[src/rtl/control_sequencer.sv]
// control_sequencer: hardwired control unit for the datapath.
// Walks fetch (T0..T2) and per-opcode execute states (T3..T6), emitting
// one cycle of Moore control strobes per state from the state and IR fields.
module control_sequencer #(
    parameter int NREG = 16,
    parameter int OPW  = 5
) (
    input  logic            Clock,
    input  logic            Clear,
    input  logic [31:0]     IR,
    input  logic            Stop,
    output logic            PCout,
    output logic            Zlowout,
    output logic            Zhighout,
    output logic            MDRout,
    output logic            MARin,
    output logic            Zlowin,
    output logic            Zhighin,
    output logic            lowin,
    output logic            highin,
    output logic            PCin,
    output logic            MDRin,
    output logic            IRin,
    output logic            Yin,
    output logic            IncPC,
    output logic            Read,
    output logic [3:0]      CONTROL,
    output logic [NREG-1:0] Rout,
    output logic [NREG-1:0] Rin,
    output logic            Run,
    output logic            Illegal
);

    typedef enum logic [3:0] {
        RESET, T0, T1, T2, T3, T4, T5, T6, HALT
    } state_t;

    localparam logic [OPW-1:0] OP_AND  = OPW'(5'b01001);
    localparam logic [OPW-1:0] OP_OR   = OPW'(5'b01010);
    localparam logic [OPW-1:0] OP_ADD  = OPW'(5'b00011);
    localparam logic [OPW-1:0] OP_SUB  = OPW'(5'b00100);
    localparam logic [OPW-1:0] OP_SHR  = OPW'(5'b00101);
    localparam logic [OPW-1:0] OP_SHL  = OPW'(5'b00110);
    localparam logic [OPW-1:0] OP_ROR  = OPW'(5'b00111);
    localparam logic [OPW-1:0] OP_ROL  = OPW'(5'b01000);
    localparam logic [OPW-1:0] OP_MUL  = OPW'(5'b01111);
    localparam logic [OPW-1:0] OP_DIV  = OPW'(5'b10000);
    localparam logic [OPW-1:0] OP_NEG  = OPW'(5'b10001);
    localparam logic [OPW-1:0] OP_NOT  = OPW'(5'b10010);
    localparam logic [OPW-1:0] OP_NOP  = OPW'(5'b11010);
    localparam logic [OPW-1:0] OP_HALT = OPW'(5'b11011);

    state_t state, next_state;

    logic [OPW-1:0] op;
    logic [3:0]     ra, rb, rc;
    logic           is_alu, is_muldiv, is_unary, is_halt, is_legal;
    logic [3:0]     ctrl_code;
    state_t         boundary_next;

    // Only the opcode and three register fields steer control; the low
    // immediate bits belong to the datapath and are deliberately ignored.
    logic unused_ir_bits;
    assign unused_ir_bits = ^IR[14:0];

    assign op = IR[31 -: OPW];
    assign ra = IR[26:23];
    assign rb = IR[22:19];
    assign rc = IR[18:15];

    // One-hot register select; field values beyond NREG shift out to none.
    function automatic logic [NREG-1:0] one_hot(input logic [3:0] field);
        return {{(NREG-1){1'b0}}, 1'b1} << field;
    endfunction

    // Classify the opcode into its execute shape and pick the ALU code.
    always_comb begin
        is_alu    = 1'b0;
        is_muldiv = 1'b0;
        is_unary  = 1'b0;
        is_halt   = 1'b0;
        is_legal  = 1'b1;
        ctrl_code = 4'd0;
        case (op)
            OP_AND:  begin is_alu = 1'b1;    ctrl_code = 4'd0;  end
            OP_OR:   begin is_alu = 1'b1;    ctrl_code = 4'd1;  end
            OP_ADD:  begin is_alu = 1'b1;    ctrl_code = 4'd2;  end
            OP_SUB:  begin is_alu = 1'b1;    ctrl_code = 4'd3;  end
            OP_SHR:  begin is_alu = 1'b1;    ctrl_code = 4'd4;  end
            OP_SHL:  begin is_alu = 1'b1;    ctrl_code = 4'd5;  end
            OP_ROR:  begin is_alu = 1'b1;    ctrl_code = 4'd6;  end
            OP_ROL:  begin is_alu = 1'b1;    ctrl_code = 4'd7;  end
            OP_MUL:  begin is_muldiv = 1'b1; ctrl_code = 4'd8;  end
            OP_DIV:  begin is_muldiv = 1'b1; ctrl_code = 4'd9;  end
            OP_NEG:  begin is_unary = 1'b1;  ctrl_code = 4'd10; end
            OP_NOT:  begin is_unary = 1'b1;  ctrl_code = 4'd11; end
            OP_NOP:  ;
            OP_HALT: is_halt = 1'b1;
            default: is_legal = 1'b0;
        endcase
    end

    // State register; Clear wins over everything, even mid-instruction.
    always_ff @(posedge Clock) begin
        if (Clear) state <= RESET;
        else       state <= next_state;
    end

    // Sequence through the states; Stop is only honoured at an instruction's last state.
    always_comb begin
        boundary_next = Stop ? HALT : T0;
        next_state    = state;
        case (state)
            RESET: next_state = T0;
            T0:    next_state = T1;
            T1:    next_state = T2;
            T2:    next_state = T3;
            T3: begin
                if (is_alu || is_muldiv || is_unary) next_state = T4;
                else if (is_halt)                    next_state = HALT;
                else                                 next_state = boundary_next;
            end
            T4:    next_state = is_unary ? boundary_next : T5;
            T5:    next_state = is_muldiv ? T6 : boundary_next;
            T6:    next_state = boundary_next;
            HALT:  next_state = HALT;
            default: next_state = RESET;
        endcase
    end

    // Moore strobes for the current step; at most one bus driver per state.
    always_comb begin
        PCout = 1'b0; Zlowout = 1'b0; Zhighout = 1'b0; MDRout = 1'b0;
        MARin = 1'b0; Zlowin = 1'b0; Zhighin = 1'b0; lowin = 1'b0;
        highin = 1'b0; PCin = 1'b0; MDRin = 1'b0; IRin = 1'b0; Yin = 1'b0;
        IncPC = 1'b0; Read = 1'b0; CONTROL = 4'd0;
        Rout = '0; Rin = '0; Illegal = 1'b0;
        Run = (state != RESET) && (state != HALT);
        case (state)
            T0: begin PCout = 1'b1; MARin = 1'b1; IncPC = 1'b1; Zlowin = 1'b1; end
            T1: begin Zlowout = 1'b1; PCin = 1'b1; Read = 1'b1; MDRin = 1'b1; end
            T2: begin MDRout = 1'b1; IRin = 1'b1; end
            T3: begin
                if (is_alu || is_muldiv) begin
                    Rout = one_hot(rb);
                    Yin  = 1'b1;
                end else if (is_unary) begin
                    Rout    = one_hot(rb);
                    CONTROL = ctrl_code;
                    Zlowin  = 1'b1;
                end
                Illegal = !is_legal;
            end
            T4: begin
                if (is_alu || is_muldiv) begin
                    Rout    = one_hot(rc);
                    CONTROL = ctrl_code;
                    Zlowin  = 1'b1;
                    Zhighin = is_muldiv;
                end else if (is_unary) begin
                    Zlowout = 1'b1;
                    Rin     = one_hot(ra);
                end
            end
            T5: begin
                Zlowout = 1'b1;
                if (is_muldiv) lowin = 1'b1;
                else           Rin   = one_hot(ra);
            end
            T6: begin Zhighout = 1'b1; highin = 1'b1; end
            default: ;
        endcase
    end

endmodule

[config.mk]
export PLATFORM = sky130hd
export DESIGN_NAME = control_sequencer
export DESIGN_NICKNAME = d
export VERILOG_FILES = /design/src/rtl/control_sequencer.sv
export SDC_FILE = /design/constraint.sdc
export NUM_CORES = 1
export LEC_CHECK = 0
export ABC_AREA = 1
export CAP_MARGIN = 20
export CORE_MARGIN = 2
export CORE_UTILIZATION = 37
export CTS_CLUSTER_DIAMETER = 100
export DETAILED_ROUTE_END_ITERATION = 10
export GPL_TIMING_DRIVEN = 0
export PLACE_DENSITY = 0.83
export SYNTH_ARGS = -nofsm -noshare
export SYNTH_HDL_FRONTEND = slang
export SYNTH_SLANG_ARGS = --single-unit
[constraint.sdc]
create_clock -name Clock -period 2.2 [get_ports Clock]
set_input_delay 0.55 -clock Clock [delete_from_list [all_inputs] [get_ports Clock]]
set_output_delay 0.55 -clock Clock [all_outputs]
set_load 0.03 [all_outputs]
==> reports/metrics.json <==
{
  "detailed_place.area": {"value": 2160, "unit": "µm²"},
  "synthDistinctLibCells": {"value": 32},
  "worstSetupStartpoint": {"value": "IR[28]"},
  "pin_count_of_the_biggest_net_entering_global_routing": {"value": 10},
  "biggest_area_consumer_among_synthesized_cells": {"value": "sky130_fd_sc_hd__nand2_1"},
  "cts_inserted_buffers": {"value": 3},
  "fin_util": {"value": 79.2, "unit": "%"},
  "fp.dieArea": {"value": 4270, "unit": "µm²"},
  "root_buffer_master": {"value": "sky130_fd_sc_hd__clkbuf_8"},
  "areaGrowthSynthToFinish": {"value": 107, "unit": "%"},
  "cpLargestDelayFamily": {"value": "simple AND/OR/NAND/NOR gates"},
  "r2r-start": {"value": "state[2]$_SDFF_PP0_"},
  "cp.buffers_inverters": {"value": 4},
  "synthesis.area": {"value": 1390, "unit": "µm²"},
  "globalRouteTotalUtil": {"value": 25.9, "unit": "%"},
  "power.static_leakage": {"value": 1.37, "unit": "nW"},
  "yosysWarningCount": {"value": 0},
  "fmax": {"value": 0.408, "unit": "GHz"},
  "violations": {"value": "negative setup slack"},
  "via_count_of_the_first_global_routing_pass": {"value": 1905},
  "timing.hold.worst.class": {"value": "register to register"},
  "largest_register_ff_count": {"value": 4},
  "rows": {"value": 22},
  "die_height": {"value": 65.4, "unit": "µm"},
  "final_net_count": {"value": 378},
  "hold_buffers": {"value": 0},
  "clkSinkCount": {"value": 4},
  "area_of_the_core_region": {"value": 3630, "unit": "µm²"},
  "tritoncts": {"value": "yes"},
  "floorplan.die.width": {"value": 65.4, "unit": "µm"},
  "finalSetupTns": {"value": -6.62, "unit": "ns"},
  "async_flop_share": {"value": 0, "unit": "%"},
  "initialDrtViolationCount": {"value": 155},
  "io_pins": {"value": 88},
  "outcome": {"value": "finished with violations"},
  "synth_top_area_share": {"value": 11.6, "unit": "%"},
  "floorplan.initialDensity": {"value": 38.3, "unit": "%"},
  "synth_edf_count": {"value": 0},
  "timing.slew.headroom": {"value": 72.0, "unit": "%"},
  "grt_setup_unrepaired": {"value": "yes"},
  "critPathRequiredTime": {"value": 1.65, "unit": "ns"},
  "clkLatencyLatePin": {"value": 0.21, "unit": "ns"},
  "cell_breakdown_of_the_critical_path": {"value": "buf_12 -> nor2_4 -> nand3_2 -> nand2_2 -> nor2_2 -> nand3_4 -> nand2_8 -> inv_8 -> buf_6 -> nand3_2 -> o21ai_2 -> buf_6"},
  "post-layout-total-power": {"value": 0.654, "unit": "mW"},
  "detailedRoute.firstPassIterationCount": {"value": 4},
  "cts-root-to-sink-buffers": {"value": 2},
  "dominantRegCellSynth": {"value": "sky130_fd_sc_hd__dfxtp_1"},
  "cts.clk_slew.worst_paths": {"value": 0.03, "unit": "ns"},
  "path_max_fanout": {"value": 7},
  "r2r_setup_slack": {"value": 0.68, "unit": "ns"},
  "max_slew.worst_pin.slew": {"value": 0.417, "unit": "ns"},
  "antenna_violations_before_repair": {"value": 0},
  "htree_num_levels": {"value": 1},
  "fillCellCount": {"value": 222},
  "startpoint_type": {"value": "input pin"},
  "cp.arrival": {"value": 1.90, "unit": "ns"},
  "fin_worst_skew": {"value": 0.0000888, "unit": "ns"},
  "max_cap_viol_count": {"value": 0},
  "final_hold_vios": {"value": 0},
  "synth_area_per_cell": {"value": 5.75, "unit": "µm²"},
  "place_worst_setup_slack": {"value": -1.22, "unit": "ns"},
  "routed_via_density": {"value": 5.58},
  "power_per_cell_area": {"value": 227, "unit": "nW/µm²"},
  "ys_seq_elements": {"value": 4},
  "hold_path.startpoint": {"value": "state[1]$_SDFF_PP0_"},
  "post-route-drc-count": {"value": 0},
  "gp_congestion": {"value": 0.798},
  "maxSlewViolCount": {"value": 0},
  "post_synth_main_area_contributors": {"value": "sky130_fd_sc_hd__nand2_1 (12%), sky130_fd_sc_hd__nand4_1 (10%), sky130_fd_sc_hd__inv_1 (7.8%)"},
  "buffer_ports.inserted": {"value": 67},
  "finalSetupViolations": {"value": 38},
  "layout_worst_path_cycle_share": {"value": 111, "unit": "%"},
  "grt_overflow_total": {"value": 0},
  "hold_slack": {"value": 0.755, "unit": "ns"},
  "endpoint_kind": {"value": "output pin"},
  "grt_first_pass_wirelength": {"value": 8870, "unit": "µm"},
  "critical_path.slowest_cell": {"value": "sky130_fd_sc_hd__nor2_4"},
  "finalWorstSetupSlack": {"value": -0.248, "unit": "ns"},
  "antenna_left": {"value": 0},
  "stdcell_area": {"value": 2880, "unit": "µm²"},
  "place_inst": {"value": 357},
  "drive_gt1_share": {"value": 61.0, "unit": "%"},
  "finish.cell_count_without_fillers": {"value": 389},
  "worst_ir_drop_vdd": {"value": 0.290, "unit": "mV"},
  "routed_wire_length_per_instance": {"value": 16.7, "unit": "µm"},
  "via_count": {"value": 2172},
  "num_antenna_cells": {"value": 0},
  "setup.worst_path.class": {"value": "input pin to output pin"},
  "finalCriticalPeriod": {"value": 2.45, "unit": "ns"},
  "seq_area_frac_synth": {"value": 5.75, "unit": "%"},
  "wl": {"value": 6490, "unit": "µm"},
  "largest-register": {"value": "state"},
  "layout_top_registers": {"value": "state: 4 flops"},
  "syn_nets": {"value": 277},
  "dp_hpwl": {"value": 3450, "unit": "µm"},
  "synth_cells": {"value": 242},
  "max_stage_delay": {"value": 0.17, "unit": "ns"}
}
## cell families after synthesis
| family | count (synthesis) | synth area share, % |
|---|---|---|
| flops | 4 | 5.75 |
| compound gates | 27 | 15.1 |
| simple gates | 160 | 62.4 |
| buf+inv | 51 | 16.8 |
## final cells by class
type	count	area (µm²)	area share, %
multi-input cells	187	1440	50.0
repair buffers	96	995	34.6
inverters	39	174	6.04
plain buffers	12	85.1	2.96
flip-flops and latches	4	83.8	2.91
well taps	48	60.1	2.09
clock buffers	3	41.3	1.43
## final timing paths
path                              end  cells past startpoint
hold reg to reg   state[0]$_SDFF_PP0_                      4
setup / recovery              Rout[9]                     12
setup reg to reg  state[2]$_SDFF_PP0_                      9
hold / removal    state[0]$_SDFF_PP0_                      4
## cell usage in the layout, fill, tap and decap left out, types with 4 or more instances in the layout
cell / instances
sky130_fd_sc_hd__a21oi_1: 4
sky130_fd_sc_hd__buf_12: 8
sky130_fd_sc_hd__buf_4: 37
sky130_fd_sc_hd__buf_6: 35
sky130_fd_sc_hd__clkbuf_1: 4
sky130_fd_sc_hd__clkdlybuf4s15_1: 4
sky130_fd_sc_hd__clkdlybuf4s50_1: 5
sky130_fd_sc_hd__dlygate4sd2_1: 8
sky130_fd_sc_hd__inv_1: 23
sky130_fd_sc_hd__inv_2: 9
sky130_fd_sc_hd__inv_4: 4
sky130_fd_sc_hd__nand2_1: 19
sky130_fd_sc_hd__nand2_2: 22
sky130_fd_sc_hd__nand2_4: 12
sky130_fd_sc_hd__nand3_1: 13
sky130_fd_sc_hd__nand3_2: 6
sky130_fd_sc_hd__nand3_4: 4
sky130_fd_sc_hd__nand4_1: 23
sky130_fd_sc_hd__nor2_1: 14
sky130_fd_sc_hd__nor2_2: 14
sky130_fd_sc_hd__nor2_4: 17
sky130_fd_sc_hd__nor3_1: 4
sky130_fd_sc_hd__nor3_2: 7
sky130_fd_sc_hd__o21ai_0: 4
sky130_fd_sc_hd__o21ai_2: 8
sky130_fd_sc_hd__o21ai_4: 4
## tightest hold or removal path: stages, from the launching register on
cell,delay [ns]
sky130_fd_sc_hd__dfxtp_2,0.38
sky130_fd_sc_hd__nor3_4,0.05
sky130_fd_sc_hd__buf_6,0.13
sky130_fd_sc_hd__nand2_1,0.07
sky130_fd_sc_hd__a21oi_1,0.06
## synthesized netlist by cell type, types with 5 or more instances
master,instances
sky130_fd_sc_hd__nor3_1,11
sky130_fd_sc_hd__nand4_1,23
sky130_fd_sc_hd__nor2_2,14
sky130_fd_sc_hd__inv_2,8
sky130_fd_sc_hd__nand2_1,43
sky130_fd_sc_hd__o21ai_0,5
sky130_fd_sc_hd__buf_4,6
sky130_fd_sc_hd__o21ai_2,9
sky130_fd_sc_hd__inv_1,29
sky130_fd_sc_hd__nor2_1,27
sky130_fd_sc_hd__nand2_2,6
sky130_fd_sc_hd__nand3_1,21
## routing by layer
layer	wire, µm	part of all wire (%)	GRT usage, %
met5	0	0	0
met4	220	3.4	7.55
met3	475	7.3	4.11
met2	3480	54	50.5
met1	2310	36	28.3
## timing repair
item                       4_1_cts  5_1_grt
pin swaps                       38       24
setup endpoints to repair       52       48
gates resized for setup        381       75
gates cloned                     1        0
buffers inserted                21        8
## power by group
part | total, mW | switching, mW | internal [mW]
combinational | 0.411 | 0.251 | 0.160
sequential | 0.0913 | 0.0112 | 0.0801
clock | 0.152 | 0.0352 | 0.116
(Power assumes the default switching activity.)
